### src/rtl/tlc_emu_pkg.sv
// tlc_emu_pkg: shared definitions for the TLC3548-style serial-port emulator.
//   - command opcodes decoded from cmd[15:12]
//   - frame FSM state encoding
//   - sample width
//   - LFSR seed, taps and step function (used only when TLC_EMU_LFSR_EN is defined)
package tlc_emu_pkg;

  localparam logic [3:0] OP_CFG = 4'hA;
  localparam logic [3:0] OP_RD  = 4'hE;

  localparam int SAMPLE_W = 14;

  // x^16 + x^14 + x^13 + x^11 + 1, taken from bits 15, 13, 12, 10
  localparam logic [15:0] LFSR_SEED = 16'hACE1;
  localparam logic [15:0] LFSR_TAPS = 16'hB400;

  typedef enum logic [1:0] {
    IDLE,
    SHIFT,
    DECODE
  } frame_state_e;

  function automatic logic [15:0] lfsr_next(input logic [15:0] s);
    return {s[14:0], ^(s & LFSR_TAPS)};
  endfunction

endpackage

### src/rtl/emu_fifo.sv
// emu_fifo: synchronous sample FIFO with speculative pop.
//   clk, rst        : clock, synchronous active-low reset
//   push_i/_data_i  : write one sample (dropped when full, unless a commit frees a slot)
//   pop_i           : speculative pop at frame start; head_o is the word handed out
//   commit_i        : the speculative pop is real, retire the head
//   restore_i       : the speculative pop is cancelled, head stays in place
//   flush_i         : empty the FIFO and cancel any pending pop
//   head_o          : current head (0 when empty)
//   cnt_o/cnt_nxt_o : committed occupancy, and its value after this edge
//   drop_o          : push lost because the FIFO was full
//   udf_o           : a committed pop found the FIFO empty
// The restore register is the pending-pop record (pend_q / pend_empty_q):
// the read pointer only moves on commit, so restoring just forgets the record.
module emu_fifo
  import tlc_emu_pkg::*;
#(
  parameter int DEPTH = 8,
  parameter int W     = SAMPLE_W
) (
  input  logic         clk,
  input  logic         rst,
  input  logic         push_i,
  input  logic [W-1:0] push_data_i,
  input  logic         pop_i,
  input  logic         commit_i,
  input  logic         restore_i,
  input  logic         flush_i,
  output logic [W-1:0] head_o,
  output logic [3:0]   cnt_o,
  output logic [3:0]   cnt_nxt_o,
  output logic         drop_o,
  output logic         udf_o
);

  localparam int AW = (DEPTH > 1) ? $clog2(DEPTH) : 1;
  localparam logic [3:0]    DEPTH_C = 4'(DEPTH);
  localparam logic [AW-1:0] LAST    = AW'(DEPTH - 1);

  logic [W-1:0]  mem_q [DEPTH];
  logic [AW-1:0] wr_q, wr_d, rd_q, rd_d;
  logic [3:0]    cnt_q, cnt_d;
  logic          pend_q, pend_d, pend_empty_q, pend_empty_d;
  logic          full, empty, do_push, do_commit;

  assign full      = (cnt_q == DEPTH_C);
  assign empty     = (cnt_q == 4'd0);
  assign head_o    = empty ? '0 : mem_q[rd_q];
  assign cnt_o     = cnt_q;
  assign cnt_nxt_o = cnt_d;

  always_comb begin
    do_commit    = commit_i && pend_q && !pend_empty_q;
    // a commit in the same cycle frees the slot, so a full FIFO still accepts
    do_push      = push_i && !flush_i && (!full || do_commit);
    drop_o       = push_i && !flush_i && !do_push;
    udf_o        = commit_i && pend_q && pend_empty_q;
    wr_d         = wr_q;
    rd_d         = rd_q;
    cnt_d        = cnt_q;
    pend_d       = pend_q;
    pend_empty_d = pend_empty_q;
    if (flush_i) begin
      wr_d         = '0;
      rd_d         = '0;
      cnt_d        = '0;
      pend_d       = 1'b0;
      pend_empty_d = 1'b0;
    end else begin
      if (do_push)   wr_d = (wr_q == LAST) ? '0 : wr_q + 1'b1;
      if (do_commit) rd_d = (rd_q == LAST) ? '0 : rd_q + 1'b1;
      case ({do_push, do_commit})
        2'b10:   cnt_d = cnt_q + 1'b1;
        2'b01:   cnt_d = cnt_q - 1'b1;
        default: cnt_d = cnt_q;
      endcase
      if (pop_i) begin
        pend_d       = 1'b1;
        pend_empty_d = empty;
      end else if (commit_i || restore_i) begin
        pend_d = 1'b0;
      end
    end
  end

  always_ff @(posedge clk) begin
    if (rst && do_push) mem_q[wr_q] <= push_data_i;
  end

  always_ff @(posedge clk) begin
    if (!rst) begin
      wr_q         <= '0;
      rd_q         <= '0;
      cnt_q        <= '0;
      pend_q       <= 1'b0;
      pend_empty_q <= 1'b0;
    end else begin
      wr_q         <= wr_d;
      rd_q         <= rd_d;
      cnt_q        <= cnt_d;
      pend_q       <= pend_d;
      pend_empty_q <= pend_empty_d;
    end
  end

endmodule

### src/rtl/tlc3548_emu.sv
// tlc3548_emu: responder emulating a TLC3548-style ADC serial port.
//   clk        : system and serial clock
//   rst        : synchronous active-low reset
//   cs_l       : chip select, active low (high: fs ignored, sdo held 0)
//   fs         : frame sync pulse; sdi carries 16 command bits MSB first after it
//   sdi / sdo  : command in / 14-bit sample out, MSB first
//   int_l      : FIFO-trigger interrupt, active low
//   cfg_reg    : last configuration word
//   fifo_cnt   : FIFO occupancy
//   ovf / udf  : sticky overflow / underflow, cleared by clr_flags
// Optional build macro TLC_EMU_LFSR_EN: XOR sample bits [3:0] with an LFSR.
//
// state  | meaning
// IDLE   | waiting for fs with cs_l low
// SHIFT  | shifting in 16 command bits; fs here restarts the frame
// DECODE | one cycle acting on cmd[15:12], then back to IDLE
module tlc3548_emu
  import tlc_emu_pkg::*;
#(
  parameter int FIFO_DEPTH  = 8,
  parameter int FIFO_TRIG   = 8,
  parameter int CONV_CYCLES = 10,
  parameter int FRAME_BITS  = 16
) (
  input  logic        clk,
  input  logic        rst,
  input  logic        cs_l,
  input  logic        fs,
  input  logic        sdi,
  output logic        sdo,
  output logic        int_l,
  output logic [11:0] cfg_reg,
  output logic [3:0]  fifo_cnt,
  output logic        ovf,
  output logic        udf,
  input  logic        clr_flags
);

  localparam logic [4:0] BIT_LAST  = 5'(FRAME_BITS - 1);
  localparam logic [7:0] CONV_LOAD = 8'(CONV_CYCLES - 1);
  localparam logic [3:0] TRIG_C    = 4'(FIFO_TRIG);

  frame_state_e        state_q, state_d;
  logic [4:0]          bit_cnt_q, bit_cnt_d;
  logic [15:0]         cmd_q, cmd_d;
  logic [2:0]          chan_q, chan_d;
  logic                conv_busy_q, conv_busy_d;
  logic [7:0]          conv_cnt_q, conv_cnt_d;
  logic [10:0]         seq_q [8];
  logic [10:0]         seq_d [8];
  logic [SAMPLE_W-1:0] sh_q, sh_d;
  logic                sdo_q, sdo_d, int_l_q, int_l_d, armed_q, armed_d;
  logic                ovf_q, ovf_d, udf_q, udf_d;
  logic [11:0]         cfg_q, cfg_d;

  logic                fs_v, frame_start, dec, dec_chsel, dec_cfg, dec_rd, conv_push;
  logic [3:0]          op;
  logic [SAMPLE_W-1:0] sample, head;
  logic [3:0]          cnt, cnt_nxt;
  logic                fifo_drop, fifo_udf;

  assign fs_v        = fs && !cs_l;
  // a frame start always pops speculatively; DECODE ignores fs
  assign frame_start = fs_v && (state_q != DECODE);
  assign op          = cmd_q[15:12];
  assign dec         = (state_q == DECODE);
  assign dec_chsel   = dec && !op[3];
  assign dec_cfg     = dec && (op == OP_CFG);
  assign dec_rd      = dec && (op == OP_RD);
  // a new channel select in the terminal cycle aborts the old conversion
  assign conv_push   = conv_busy_q && (conv_cnt_q == 8'd0) && !dec_chsel;

`ifdef TLC_EMU_LFSR_EN
  logic [15:0] lfsr_q, lfsr_d;
  assign lfsr_d = conv_push ? lfsr_next(lfsr_q) : lfsr_q;
  always_ff @(posedge clk) begin
    if (!rst) lfsr_q <= LFSR_SEED;
    else      lfsr_q <= lfsr_d;
  end
  assign sample = {chan_q, seq_q[chan_q]} ^ {10'd0, lfsr_q[3:0]};
`else
  assign sample = {chan_q, seq_q[chan_q]};
`endif

  emu_fifo #(
    .DEPTH(FIFO_DEPTH),
    .W    (SAMPLE_W)
  ) u_fifo (
    .clk        (clk),
    .rst        (rst),
    .push_i     (conv_push),
    .push_data_i(sample),
    .pop_i      (frame_start),
    .commit_i   (dec_rd),
    .restore_i  (dec && !dec_rd),
    .flush_i    (dec_cfg),
    .head_o     (head),
    .cnt_o      (cnt),
    .cnt_nxt_o  (cnt_nxt),
    .drop_o     (fifo_drop),
    .udf_o      (fifo_udf)
  );

  always_comb begin
    state_d   = state_q;
    bit_cnt_d = bit_cnt_q;
    cmd_d     = cmd_q;
    case (state_q)
      IDLE: begin
        if (fs_v) begin
          state_d   = SHIFT;
          bit_cnt_d = BIT_LAST;
          cmd_d     = '0;
        end
      end
      SHIFT: begin
        if (fs_v) begin
          bit_cnt_d = BIT_LAST;
          cmd_d     = '0;
        end else begin
          cmd_d = {cmd_q[14:0], sdi};
          if (bit_cnt_q == 5'd0) state_d = DECODE;
          else                   bit_cnt_d = bit_cnt_q - 1'b1;
        end
      end
      DECODE:  state_d = IDLE;
      default: state_d = IDLE;
    endcase
  end

  always_comb begin
    chan_d      = chan_q;
    conv_busy_d = conv_busy_q;
    conv_cnt_d  = conv_cnt_q;
    seq_d       = seq_q;
    cfg_d       = cfg_q;
    sh_d        = {sh_q[SAMPLE_W-2:0], 1'b0};
    sdo_d       = sh_q[SAMPLE_W-1];
    int_l_d     = int_l_q;
    armed_d     = armed_q;
    ovf_d       = (ovf_q && !clr_flags) || fifo_drop;
    udf_d       = (udf_q && !clr_flags) || fifo_udf;

    if (dec_chsel) begin
      chan_d      = op[2:0];
      conv_busy_d = 1'b1;
      conv_cnt_d  = CONV_LOAD;
    end else if (conv_push) begin
      conv_busy_d = 1'b0;
    end else if (conv_busy_q) begin
      conv_cnt_d = conv_cnt_q - 1'b1;
    end

    // the sequence number is consumed even when the sample is dropped
    if (conv_push) seq_d[chan_q] = seq_q[chan_q] + 1'b1;

    if (dec_cfg) cfg_d = cmd_q[11:0];

    if (frame_start) begin
      sdo_d = head[SAMPLE_W-1];
      sh_d  = {head[SAMPLE_W-2:0], 1'b0};
    end
    if (cs_l) sdo_d = 1'b0;

    if (dec_rd) begin
      int_l_d = 1'b1;
      armed_d = 1'b0;
    end else if (dec_cfg) begin
      int_l_d = 1'b1;
      armed_d = 1'b1;
    end else if (cnt_nxt < TRIG_C) begin
      armed_d = 1'b1;
    end else if (armed_q) begin
      int_l_d = 1'b0;
    end
  end

  always_ff @(posedge clk) begin
    if (!rst) begin
      state_q     <= IDLE;
      bit_cnt_q   <= '0;
      cmd_q       <= '0;
      chan_q      <= '0;
      conv_busy_q <= 1'b0;
      conv_cnt_q  <= '0;
      for (int i = 0; i < 8; i++) seq_q[i] <= '0;
      sh_q        <= '0;
      sdo_q       <= 1'b0;
      int_l_q     <= 1'b1;
      armed_q     <= 1'b1;
      ovf_q       <= 1'b0;
      udf_q       <= 1'b0;
      cfg_q       <= '0;
    end else begin
      state_q     <= state_d;
      bit_cnt_q   <= bit_cnt_d;
      cmd_q       <= cmd_d;
      chan_q      <= chan_d;
      conv_busy_q <= conv_busy_d;
      conv_cnt_q  <= conv_cnt_d;
      seq_q       <= seq_d;
      sh_q        <= sh_d;
      sdo_q       <= sdo_d;
      int_l_q     <= int_l_d;
      armed_q     <= armed_d;
      ovf_q       <= ovf_d;
      udf_q       <= udf_d;
      cfg_q       <= cfg_d;
    end
  end

  assign sdo      = sdo_q;
  assign int_l    = int_l_q;
  assign cfg_reg  = cfg_q;
  assign fifo_cnt = cnt;
  assign ovf      = ovf_q;
  assign udf      = udf_q;

endmodule

### config.mk
export PLATFORM = sky130hd
export DESIGN_NAME = tlc3548_emu
export DESIGN_NICKNAME = d
export VERILOG_FILES = /design/src/rtl/tlc_emu_pkg.sv /design/src/rtl/emu_fifo.sv /design/src/rtl/tlc3548_emu.sv
export SDC_FILE = /design/constraint.sdc
export NUM_CORES = 1
export LEC_CHECK = 0
export CAP_MARGIN = 20
export CORE_AREA = 2 2 183 131
export DETAILED_ROUTE_END_ITERATION = 16
export DIE_AREA = 0 0 185 133
export HOLD_SLACK_MARGIN = 0.06
export PLACE_DENSITY = 0.71
export REMOVE_ABC_BUFFERS = 1
export SYNTH_ARGS = -nofsm -noshare
export SYNTH_HDL_FRONTEND = slang
export SYNTH_SLANG_ARGS = --single-unit
### constraint.sdc
create_clock -name clk -period 4.9 [get_ports clk]
set_input_delay 1.225 -clock clk [delete_from_list [all_inputs] [get_ports clk]]
set_output_delay 1.225 -clock clk [all_outputs]
set_load 0.01 [all_outputs]
Yosys cells after proc, flatten, opt, wreduce, memory -nomap -nowiden

Memory sizes are Yosys's and may differ from the RTL's. A register that Yosys moved wholly into a read port is not among the register bits.
Cells that the tools add are included.

$lt $le $gt $ge: 3
Equality and inequality tests: 15
Muxes and demuxes: 38
Reductions and logical operators: 50
Bitwise logic cells: 4
Add/sub/neg operators: 7

Operators with widths:

| operator              | number |
|---|---|
| $bwmux 88             | 1 |
| $bmux 11 s3           | 1 |
| $demux 11 s3          | 1 |
| $mux 11               | 3 |
| $mux 16               | 2 |
| $pmux 16 s2           | 1 |
| $mux 14               | 2 |
| $logic_and 1x1->1     | 18 |
| $mux 4                | 4 |
| $mux 5                | 3 |
| $eq 4x4->1 const B    | 3 |
| $mux 3                | 4 |
| $add 11x1->11 const B | 1 |
| $mux 1                | 10 |
| $ne 2x2->1 const B    | 5 |
| $pmux 5 s2            | 1 |
| $logic_not 1->1       | 9 |
| $logic_not 8->1       | 1 |
| $pmux 4 s2            | 1 |
| $reduce_and 2->1      | 4 |
| $reduce_bool 2->1     | 4 |
| $sub 8x1->8 const B   | 1 |
| $add 3x1->3 const B   | 2 |
| $eq 3x3->1 const B    | 2 |
| other kinds (21)      | 33 |

Flip-flop bits (word level): 166
Memory bits (writable): 112
Bits of input ports: 6
Memories kept: 1

Memories:

| name         | words | width | rd ports | clocked after memory_dff | write ports | line           | RTL |
|---|---|---|---|---|---|---|---|
| u_fifo.mem_q | 8     | 14    | 1        | 1                        | 1           | emu_fifo.sv:39 | `logic [W-1:0] mem_q [DEPTH];` |

Depth between registers and ports, before layout

Depth after elaboration: 13
Gate-level depth with buffers: 14
Depth with buffers taken out: 13

Cells and area by module

Synthesis repeated with hierarchy kept, for this count alone.

Cells, all modules: 1120
Area, all modules: 12335.6 um^2

Modules (own cells, without submodules):

| module      | cells each | times used | area each (um^2) |
|---|---|---|---|
| tlc3548_emu | 826        | 1          | 7115.6 |
| emu_fifo    | 294        | 1          | 5220.0 |

Least setup slack after synthesis

OpenSTA, ideal clock, no wires.

Path type: reg2reg
Start point: register conv_cnt_q[4]
End point: memory u_fifo.mem_q[0][0] (netlist name), enable pin
Data arrival time: 2.879 ns
Period minus slack after synthesis: 3.281 ns
Stages on the path, launching flop included: 8
Buffers on the path: 2
Slack: 1.619 ns
Library setup time: 0.403 ns
Path through: dfxtp_1 or4_1 buf_2 or3_1 buf_2 nor3b_1 nand2b_1 nor3_1

Word-level cells in the longest chain between the ends: 8

Ends and longest elaborated chain:

| what                           | line               | RTL |
|---|---|---|
| start: declaration             | tlc3548_emu.sv:48  | `logic [7:0] conv_cnt_q, conv_cnt_d;` |
| start signal: assignment       | tlc3548_emu.sv:200 | `conv_cnt_q <= conv_cnt_d;` |
| $logic_not 8->1                | tlc3548_emu.sv:71  | `assign conv_push = conv_busy_q && (conv_cnt_q == 8'd0) && !dec_chsel;` |
| $logic_and 1x1->1 (2 in a row) | tlc3548_emu.sv:71  |  |
| $logic_and 1x1->1 (2 in a row) | emu_fifo.sv:54     | `do_push = push_i && !flush_i && (!full \|\| do_commit);` |
| $logic_and 1x1->1              | emu_fifo.sv:86     | `if (rst && do_push) mem_q[wr_q] <= push_data_i;` |
| $mux 1                         | emu_fifo.sv:86     |  |
| $mux 1 (implied by the code)   | emu_fifo.sv:86     |  |
| end: declaration               | emu_fifo.sv:39     |  |

No other way between the ends.

Final worst setup path

Start point: register chan_q[1]
End point: register seq_q[21] (netlist name)

Word-level cells in the longest chain between the ends: 6

Ends and longest elaborated chain:

| what                     | line               | RTL |
|---|---|---|
| start: declaration       | tlc3548_emu.sv:46  | `logic [2:0] chan_q, chan_d;` |
| start signal: assignment | tlc3548_emu.sv:198 | `chan_q <= chan_d;` |
| $not 3->4                | --                 |  |
| $bmux 11 s3              | --                 |  |
| $mux 11 (2 in a row)     | --                 |  |
| net sample[0]            | tlc3548_emu.sv:58  | `logic [SAMPLE_W-1:0] sample, head;` |
| $add 11x1->11            | tlc3548_emu.sv:155 | `if (conv_push) seq_d[chan_q] = seq_q[chan_q] + 1'b1;` |
| $bwmux 88                | tlc3548_emu.sv:155 |  |
| end signal: assignment   | tlc3548_emu.sv:201 | `seq_q <= seq_d;` |
| end: declaration         | tlc3548_emu.sv:49  | `logic [10:0] seq_q [8];` |

The timed path passes the listed nets, and every way through them passes these cells. The select of a mux whose other input is x is not followed.
A chain may end at the register's enable or synchronous reset.

==> impl_metrics.py <==
metrics = {
    "sta": {
        "period_share_pct": 75.52,
        "fin_ws_ns": 1.200,
        "fmax_mhz": 270.2,
        "rsz0062_at_grt": "false",
        "skew_ns": 0.01007,
        "worst_pin_slew_ns": 1.040,
        "setup_tns_ns": 0,
        "min_period_ns": 3.700,
        "slew-limit-headroom_pct": 30.54,
        "hold_ws_ns": 0.4505,
        "setup_violations": 0,
        "drv_slew": 0,
        "hold_violations": 0,
    },
    "worst_hold_path": {
        "min_from": "seq_q[49]$_SDFFE_PN0P_",
        "min_path_type": "reg -> reg",
    },
    "cts": {
        "clock-root-buffer": "clkbuf_16",
        "cts_tree": "done",
        "cts_resized": 0,
        "cts_buffers": 26,
        "cts_htree_levels": 1,
        "cts_hold_buf": 0,
        "cts.clk_slew.worst_paths_ns": 0.07,
        "cts_buffer_depth": 3,
        "clk_latency_ns": 0.54,
        "clock-sinks": 280,
        "cts_setup_buffers": 0,
    },
    "worst_setup_path": {
        "cp.required_ns": 5.29,
        "critical_path_class": "reg -> reg",
        "crit_path_cell_trace": "nor2b_1 -> a32o_1 -> nor4b_2 -> buf_4 -> inv_1 -> ha_1 -> nand3_1 -> nor3_4 -> and2_1 -> o221ai_1",
        "crit_family": "simple AND/OR/NAND/NOR gates",
        "critPathSlowestCell": "dfxtp_2",
        "path_max_fanout": 47,
        "cp-startpoint": "chan_q[1]$_SDFFE_PN0P_",
        "timing.rr.start": "chan_q[1]$_SDFFE_PN0P_",
        "cp-start-kind": "register",
        "crit_buf_inv": 2,
        "crit_arrival_ns": 4.09,
        "reg2reg_slack_ns": 1.20,
        "end_kind": "register",
        "cpPeakStageDelay_ns": 1.00,
    },
    "synth": {
        "synthArstFlopShare_pct": 0,
        "synth_cells": 1095,
        "synth_flop_cell": "dfxtp_1",
        "synth_warnings": 0,
        "ys_types": 78,
        "synth_edf_count": 112,
        "ys_seq_area_share_pct": 54.33,
        "ys_ff_latch": 280,
        "syn_avg_cell_area_um2": 11.31,
        "synthesis.area_mm2": 0.01238,
    },
    "finish": {
        "reg_top3": "u_fifo.mem_q: 112 flops, seq_q: 88 flops, cmd_q: 16 flops",
        "drive_gt1_share_pct": 13.28,
        "nets": 1105,
        "largest_register_ffs": 112,
        "fillers": 1892,
        "antenna-diode-count": 0,
        "syn2layout_area_growth_pct": 10.70,
        "largest-register": "u_fifo.mem_q",
    },
    "route": {
        "ant_nets": 0,
        "vias_per_cell": 6.038,
        "drcViolationCount": 0,
        "firstDrtPassIters": 5,
        "routed_wl_um": 28210,
        "drt_iter0_drc": 1100,
        "routedWlPerCell_um": 19.80,
        "num_vias": 8604,
    },
    "global_route": {
        "grt_max_degree": 90,
        "grt_pass1_wl_um": 44580,
        "antenna_found_initial": 0,
        "grt-ovfl-total": 0,
        "grt_pass1_vias": 7876,
        "grtUsageTotal_pct": 23.12,
    },
    "floorplanning": {
        "start_util_pct": 53.71,
        "io_pins": 26,
        "chipHeight_um": 133,
        "core_area_mm2": 0.02305,
        "die_area_mm2": 0.02461,
        "fp.dieW_um": 185,
        "rows": 47,
    },
    "pwr": {
        "leakage_nw": 4.474,
        "powerDensity_mw_per_mm2": 343.0,
        "total_power_mw": 4.701,
        "ir_drop_mv": 0.2377,
    },
    "placement": {
        "io_buffers": 25,
        "dp_slack_ns": 1.272,
        "dpl.hpwl_um": 17390,
        "routabilityCongestion": 0.8282,
    },
    "job": {
        "cap_violations": 0,
    },
    "run_status": {
        "outcome": "completed",
    },
}
## final cells by class
| class | instances | area [um2] | share of cell area, % |
|---|---|---|---|
| multi-input combinational | 711 | 5179 | 37.79 |
| inverter | 18 | 67.56 | 0.4930 |
| sequential | 280 | 6730 | 49.11 |
| clock inverter | 15 | 209.0 | 1.525 |
| timing repair buffer | 50 | 435.4 | 3.177 |
| tap | 318 | 397.9 | 2.903 |
| clock buffer | 33 | 686.9 | 5.012 |
## per-layer routing
| metal | vias up | track usage (%) | share of wire, % |
|---|---|---|---|
| li1 | 4036 | - | - |
| met5 | - | 0 | 0 |
| met1 | 4209 | 36.50 | 47 |
| met2 | 323 | 33.81 | 43 |
| met4 | 0 | 3.616 | 1.3 |
| met3 | 36 | 4.101 | 8.2 |
## cells by family after synthesis
logic type,after synthesis,synth area share [%]
fa+ha+maj,12,1.273
xor+xnor,13,1.041
buf+inv,104,3.982
compound gates,216,12.83
simple gates,396,16.54
flops,280,54.33
mux,74,9.995
## Yosys cell counts (16+ instances only)
master,count,area [um2]
a21boi_0,43,322.8
a21oi_1,20,100.1
a22oi_1,16,120.1
and2_1,21,131.4
buf_2,22,110.1
clkbuf_1,49,183.9
dfxtp_1,168,3363
edfxtp_1,112,3363
mux2i_1,28,280.3
mux4_2,38,855.8
nand2_1,142,533.0
nand3_1,63,315.3
nand4_1,18,112.6
nor2_1,39,146.4
nor2b_1,25,156.4
nor3_1,16,80.08
o21ai_0,30,150.1
## cell usage in the layout (no fill, tap or decap), types with 10 or more instances in the layout
master / count
a211oi_1: 10
a21boi_0: 43
a21boi_1: 14
a21oi_1: 20
a22oi_1: 16
and2_1: 21
buf_4: 26
clkbuf_16: 26
clkdlybuf4s50_1: 24
dfxtp_1: 165
edfxtp_1: 112
ha_1: 11
inv_1: 15
mux2i_1: 28
mux4_2: 38
nand2_1: 142
nand3_1: 63
nand4_1: 18
nor2_1: 39
nor2b_1: 25
nor3_1: 14
o211ai_1: 14
o21ai_0: 30
## worst register-to-register path, cell delays in order (launching register included)
cell and delay (ns):
dfxtp_2 1.00, nor2b_1 0.49, a32o_1 0.22, nor4b_2 0.06
buf_4 0.20, inv_1 0.24, ha_1 0.26, nand3_1 0.16
nor3_4 0.38, and2_1 0.37, o221ai_1 0.17
## final timing paths
path,depth (start not counted),endpoint
setup reg to reg,10,seq_q[21]$_SDFFE_PN0P_
hold reg to reg,2,seq_q[49]$_SDFFE_PN0P_
hold / removal,2,seq_q[49]$_SDFFE_PN0P_
setup / recovery,10,seq_q[21]$_SDFFE_PN0P_
## stage by stage
step,cells,utilization (%),instance area (um2)
CTS,1425,59.46,13710
finish,1425,59.46,13710
global placement,1377,55.57,12810
global route,1425,59.46,13710
detailed placement,1377,55.57,12810
floorplan,1009,-,11960
## report_power, final
part	internal (mW)	total [mW]	switching [mW]	leakage, nW
Clock	1.26	2.13	0.870	0.428
Sequential	2.42	2.44	0.0134	2.38
Combinational	0.0520	0.138	0.0859	1.66
Total	3.73	4.70	0.970	4.47
No activity file was read; power rests on OpenSTA's default activity.
